==> src/rtl/fetch_sequencer.sv <==
// Instruction-fetch sequencer: owns the PC, drives a variable-latency imem port, handles
// redirects, hazard stalls (one-entry hold buffer) and HLT. FETCH_PERF_EN adds a wait counter.
module fetch_sequencer (
    input  logic        clk,
    input  logic        rst,
    output logic        imem_req,
    output logic [15:0] imem_addr,
    input  logic        imem_valid,
    input  logic [15:0] imem_data,
    input  logic        stall,
    input  logic        redirect,
    input  logic [15:0] redirect_pc,
    output logic [15:0] instr_out,
    output logic        instr_valid,
    output logic [15:0] pc_out,
    output logic [15:0] pc_plus_two,
    output logic        flush,
    output logic        halted,
    output logic [15:0] fetch_wait_cycles
);

    typedef enum logic [1:0] {StFetch, StDrain, StHalt} state_e;

    state_e      state_q, state_d;
    logic [15:0] pc_q, pc_d;
    logic [15:0] target_q, target_d;
    logic [15:0] hold_data_q, hold_data_d;
    logic [15:0] hold_pc_q, hold_pc_d;
    logic        hold_v_q, hold_v_d;
    logic        outstanding_q, outstanding_d;
    logic [15:0] instr_q, instr_d;
    logic [15:0] pc_out_q, pc_out_d;
    logic        instr_valid_q, instr_valid_d;
    logic        flush_q, flush_d;
    logic        resp;
    logic        resp_hlt;
    logic        hold_hlt;

    assign resp     = imem_valid & imem_req;
    assign resp_hlt = imem_data[15:12] == 4'hF;
    assign hold_hlt = hold_data_q[15:12] == 4'hF;

    // FSM: state register
    always_ff @(posedge clk or posedge rst) begin
        if (rst) begin
            state_q <= StFetch;
        end else begin
            state_q <= state_d;
        end
    end

    // FSM: next state
    always_comb begin
        state_d = state_q;
        case (state_q)
            StFetch: begin
                if (redirect) begin
                    // A live request cannot be withdrawn, so its answer must be drained.
                    if (imem_req & ~imem_valid) begin
                        state_d = StDrain;
                    end
                end else if (resp) begin
                    if (~stall & resp_hlt) begin
                        state_d = StHalt;
                    end
                end else if (hold_v_q & ~stall & hold_hlt) begin
                    state_d = StHalt;
                end
            end
            StDrain: begin
                if (resp) begin
                    state_d = StFetch;
                end
            end
            StHalt: begin
                if (redirect) begin
                    state_d = StFetch;
                end
            end
            default: state_d = StFetch;
        endcase
    end

    // FSM: outputs
    always_comb begin
        imem_req = ~rst & (((state_q == StFetch) & ~hold_v_q & (~stall | outstanding_q)) |
                           (state_q == StDrain));
        halted   = state_q == StHalt;
    end

    assign imem_addr   = pc_q;
    assign instr_out   = instr_q;
    assign instr_valid = instr_valid_q;
    assign pc_out      = pc_out_q;
    assign pc_plus_two = pc_out_q + 16'd2;
    assign flush       = flush_q;

    always_comb begin
        pc_d          = pc_q;
        target_d      = target_q;
        hold_data_d   = hold_data_q;
        hold_pc_d     = hold_pc_q;
        hold_v_d      = hold_v_q;
        instr_d       = instr_q;
        pc_out_d      = pc_out_q;
        instr_valid_d = instr_valid_q;
        flush_d       = redirect;
        outstanding_d = imem_req & ~imem_valid;
        case (state_q)
            StFetch: begin
                if (redirect) begin
                    instr_valid_d = 1'b0;
                    hold_v_d      = 1'b0;
                    if (imem_req & ~imem_valid) begin
                        target_d = redirect_pc;
                    end else begin
                        pc_d = redirect_pc;
                    end
                end else if (resp) begin
                    pc_d = pc_q + 16'd2;
                    if (stall) begin
                        hold_data_d = imem_data;
                        hold_pc_d   = pc_q;
                        hold_v_d    = 1'b1;
                    end else begin
                        instr_d       = imem_data;
                        pc_out_d      = pc_q;
                        instr_valid_d = 1'b1;
                    end
                end else if (~stall) begin
                    if (hold_v_q) begin
                        instr_d       = hold_data_q;
                        pc_out_d      = hold_pc_q;
                        instr_valid_d = 1'b1;
                        hold_v_d      = 1'b0;
                    end else begin
                        instr_valid_d = 1'b0;
                    end
                end
            end
            StDrain: begin
                if (redirect) begin
                    target_d = redirect_pc;
                end
                if (resp) begin
                    pc_d = redirect ? redirect_pc : target_q;
                end
            end
            StHalt: begin
                if (redirect) begin
                    pc_d          = redirect_pc;
                    instr_valid_d = 1'b0;
                end else if (~stall) begin
                    instr_valid_d = 1'b0;
                end
            end
            default: ;
        endcase
    end

    always_ff @(posedge clk or posedge rst) begin
        if (rst) begin
            pc_q          <= 16'h0000;
            target_q      <= 16'h0000;
            hold_data_q   <= 16'h0000;
            hold_pc_q     <= 16'h0000;
            hold_v_q      <= 1'b0;
            outstanding_q <= 1'b0;
            instr_q       <= 16'h0000;
            pc_out_q      <= 16'h0000;
            instr_valid_q <= 1'b0;
            flush_q       <= 1'b0;
        end else begin
            pc_q          <= pc_d;
            target_q      <= target_d;
            hold_data_q   <= hold_data_d;
            hold_pc_q     <= hold_pc_d;
            hold_v_q      <= hold_v_d;
            outstanding_q <= outstanding_d;
            instr_q       <= instr_d;
            pc_out_q      <= pc_out_d;
            instr_valid_q <= instr_valid_d;
            flush_q       <= flush_d;
        end
    end

`ifdef FETCH_PERF_EN
    logic [15:0] wait_cnt_q, wait_cnt_d;

    always_comb begin
        wait_cnt_d = wait_cnt_q;
        if (imem_req & ~imem_valid & (wait_cnt_q != 16'hFFFF)) begin
            wait_cnt_d = wait_cnt_q + 16'd1;
        end
    end

    always_ff @(posedge clk or posedge rst) begin
        if (rst) begin
            wait_cnt_q <= 16'h0000;
        end else begin
            wait_cnt_q <= wait_cnt_d;
        end
    end

    assign fetch_wait_cycles = wait_cnt_q;
`else
    assign fetch_wait_cycles = 16'h0000;
`endif

endmodule

==> config.mk <==
export PLATFORM = sky130hd
export DESIGN_NAME = fetch_sequencer
export DESIGN_NICKNAME = d
export VERILOG_FILES = /design/src/rtl/fetch_sequencer.sv
export SDC_FILE = /design/constraint.sdc
export NUM_CORES = 1
export LEC_CHECK = 0
export ABC_AREA = 0
export CORE_UTILIZATION = 52
export CTS_CLUSTER_DIAMETER = 100
export DETAILED_ROUTE_END_ITERATION = 10
export PLACE_DENSITY = 0.81
export SLEW_MARGIN = 20
export SYNTH_ARGS = -nofsm -noshare
export SYNTH_HDL_FRONTEND = slang
export SYNTH_SLANG_ARGS = --single-unit
export TNS_END_PERCENT = 1
==> constraint.sdc <==
create_clock -name clk -period 4.31 [get_ports clk]
set_input_delay 0.6465 -clock clk [delete_from_list [all_inputs] [get_ports clk]]
set_output_delay 0.6465 -clock clk [all_outputs]
set_load 0.01 [all_outputs]
==> impl_metrics.yaml <==
routing:
  avgRoutedWirePerCell_um: 17.2
  first_pass_iters: 5
  num_vias: 4132
  drtIter0Drc: 187
  totalWireLength_um: 12400
  routed_via_density: 5.74
  postRouteAntennaNets: 0
  drc: 0
logic_synthesis:
  synth_edf_count: 0
  ys_types: 64
  yosysSeqAreaShare_pct: 45.2
  avgSynthCellArea_um2: 11.6
  syn_inst: 486
  ys_ff_latch: 102
  synth-adder-area-share_pct: 1.33
  muxShareOfSynthArea_pct: 25.0
  ys.flop_type: "dfrtp_1"
  async_flop_share_pct: 100
  synthSimpleGateAreaFrac_pct: 9.51
  ys_warn_count: 0
  synth_top_family_by_area: "multiplexers"
  synth_xor_area_share_pct: 2.48
  syn-cell-area_mm2: 0.00565
  synth_compound_area_share_pct: 10.7
sta:
  rsz0062_at_grt: "no"
  fin_tns_setup_ns: 0
  fin_crit_sh_pct: 81.1
  period_needed_ns: 3.50
  setup_viol: 0
  skew_ns: 0.0158
  max_slew_margin_pct: 33.2
  timing.fmax_mhz: 286
  hold_viol: 0
  worst_pin_slew_ns: 0.997
  slew_viol_final: 0
power:
  comb_power_share_pct: 47.7
  pwr-share-clk_pct: 13.5
  intPower_w: 0.00278
  ir_worst_vdd_v: 0.000330
  seqPwrFrac_pct: 38.8
  leakage_nw: 2.98
  p_switching_w: 0.00169
  powerDensity_mw_per_mm2: 649
  switching_share_pct: 37.8
setup_path:
  end_kind: "flop"
  crit_cells: 8
  max_stage_delay_ns: 0.71
  r2r_cells: 8
  cp_max_fo: 20
  crit_slowest_cell: "and3_2"
  start_kind: "flop"
  path_cells: "inv_1 > ha_1 > nor2b_2 > a21oi_4 > nor2_4 > and3_2 > buf_4 > mux2_4"
  critical_path_arrival_ns: 3.76
  crit_family: "simple AND/OR/NAND/NOR gates"
  worst-path-buf-inv: 2
  critPathKind: "reg -> reg"
  crit_required_ns: 4.58
grt:
  grt_max_degree: 67
  overflow: 0
  grt_util_all_layers_pct: 23.4
  antenna_found_initial: 0
  grt_pass1_wl_um: 20700
  first_global_vias: 3999
worst_hold_path:
  hold_path_class: "reg -> reg"
  whs_path_depth: 2
floorplanning:
  core.rowCount: 37
  core_mm2: 0.0104
  chipWidth_um: 106
  ios: 121
  initial_utilization_pct: 54.2
  dieArea_mm2: 0.0113
  die_h_um: 106
finish:
  final_cell_mix: "104 x clkdlybuf4s50_1, 102 x dfrtp_1, 80 x mux2_2, 30 x mux2_4, 28 x nand2_1"
  area_growth_syn_to_layout_pct: 22.0
  final_common_cell: "clkdlybuf4s50_1"
  final_nets: 622
  drive_gt1_share_pct: 24.5
  n_antenna_cell: 0
  fin_area_mm2: 0.00689
cts:
  tritoncts: "yes"
  cts_made_buffers: 9
  cts_max_level: 3
  cts_hold_buf: 0
  clk_pin_slew_ns: 0.11
  cts_root_buffer: "clkbuf_8"
  clkLatencyLatePin_ns: 0.39
  post_cts_resized: 0
  clockBufferDepth: 2
  cts_setup_buffers: 0
  clock_sinks: 102
place:
  placed_area_mm2: 0.00670
  hpwl_um: 8780
  gp_congestion: 0.923
  portBuffers: 104
status:
  status: "finished clean"
job:
  drv_cap: 0
[synthesized netlist by cell type, drive strengths merged, types with 3 or more instances]
cell    count  area [um^2]
nor2       25          101
buf        35          245
a22o        3         26.3
mux2      110         1350
mux2i       6         60.1
xnor2      13          114
nor3        5         25.0
o211ai      3         27.5
ha          6         75.1
o31ai       4         30.0
nand4       8         50.1
a222oi      3         30.0
xor2        3         26.3
clkbuf      8         30.0
nand2b      4         27.5
nor2b       7         46.3
nand3      12         60.1
nand2      28          105
dfrtp     102         2550
o22ai       3         18.8
a221oi      6         52.6
o21ai      18         90.1
and3        5         31.3
a21oi      16         91.3
a31oi       4         25.0
o22a        3         26.3
inv        11         41.3
[worst paths after layout]
check | start | slack [ns] | end
hold reg to reg | instr_valid | 0.49 | instr_valid
hold / removal | instr_valid | 0.49 | instr_valid
min in group asynchronous | rst | 0.79 | state_q[1]
setup / recovery | state_q[0] | 0.81 | hold_pc_q[3]
max in group asynchronous | rst | 2.34 | hold_pc_q[0]
setup reg to reg | state_q[0] | 0.81 | hold_pc_q[3]
[metal layers]
layer / track usage [%] / wire [um]
met1: 32.3 / 5450
met2: 37.2 / 6100
met3: 4.41 / 561
met4: 7.74 / 266
met5: 0 / 0
[worst register-to-register path, delay by kind of cell (launching register included)]
| family | cells | cell delay (ns) |
|---|---|---|
| mux | 1 | 0.34 |
| simple gates | 3 | 1.58 |
| flops | 1 | 0.44 |
| compound gates | 1 | 0.11 |
| buf+inv | 2 | 0.54 |
| fa+ha+maj | 1 | 0.39 |
[power by group through the flow]
stage	Clock (W)	Combinational [W]	Sequential, W
floorplan	0	0.00133	0.00170
global placement	0	0.00206	0.00173
detailed placement	0	0.00212	0.00175
CTS	0.000616	0.00214	0.00173
global route	0.000660	0.00232	0.00179
finish	0.000605	0.00213	0.00173
[final cells by class]
type,count,area [um^2]
Tap cell,136,170
Fill cell,807,3530
Timing Repair Buffer,110,1090
Clock buffer,9,124
Multi-Input combinational cell,344,2840
Inverter,12,47.5
Clock inverter,7,68.8
Sequential cell,102,2550
[kinds of logic after synthesis]
| logic type | after synthesis |
|---|---|
| AO/OA/AOI/OAI | 85 |
| XOR/XNOR | 16 |
| adder cells (fa/ha/maj) | 6 |
| buffers and inverters | 55 |
| flip-flops | 102 |
| multiplexers | 116 |
| other | 1 |
| AND/OR/NAND/NOR | 105 |
[state kept, by name, indices dropped and copies added (netlist names)]
register       cells
state_q            2
imem_addr         16
hold_data_q       16
outstanding_q      1
hold_v_q           1
pc_out            16
flush              1
hold_pc_q         16
instr_out         16
instr_valid        1
target_q          16
[through the flow]
stage	total power (W)	cells	hold slack (ns)	utilization [%]	setup WS, ns
floorplan	0.00303	501	0.477	-	0.418
global placement	0.00379	704	0.478	64.3	0.857
detailed placement	0.00387	704	0.480	64.3	0.745
CTS	0.00449	720	0.506	66.1	0.814
global route	0.00477	720	0.528	66.1	0.579
finish	0.00447	720	0.495	66.1	0.814
No activity file was read; power rests on OpenSTA's default activity.
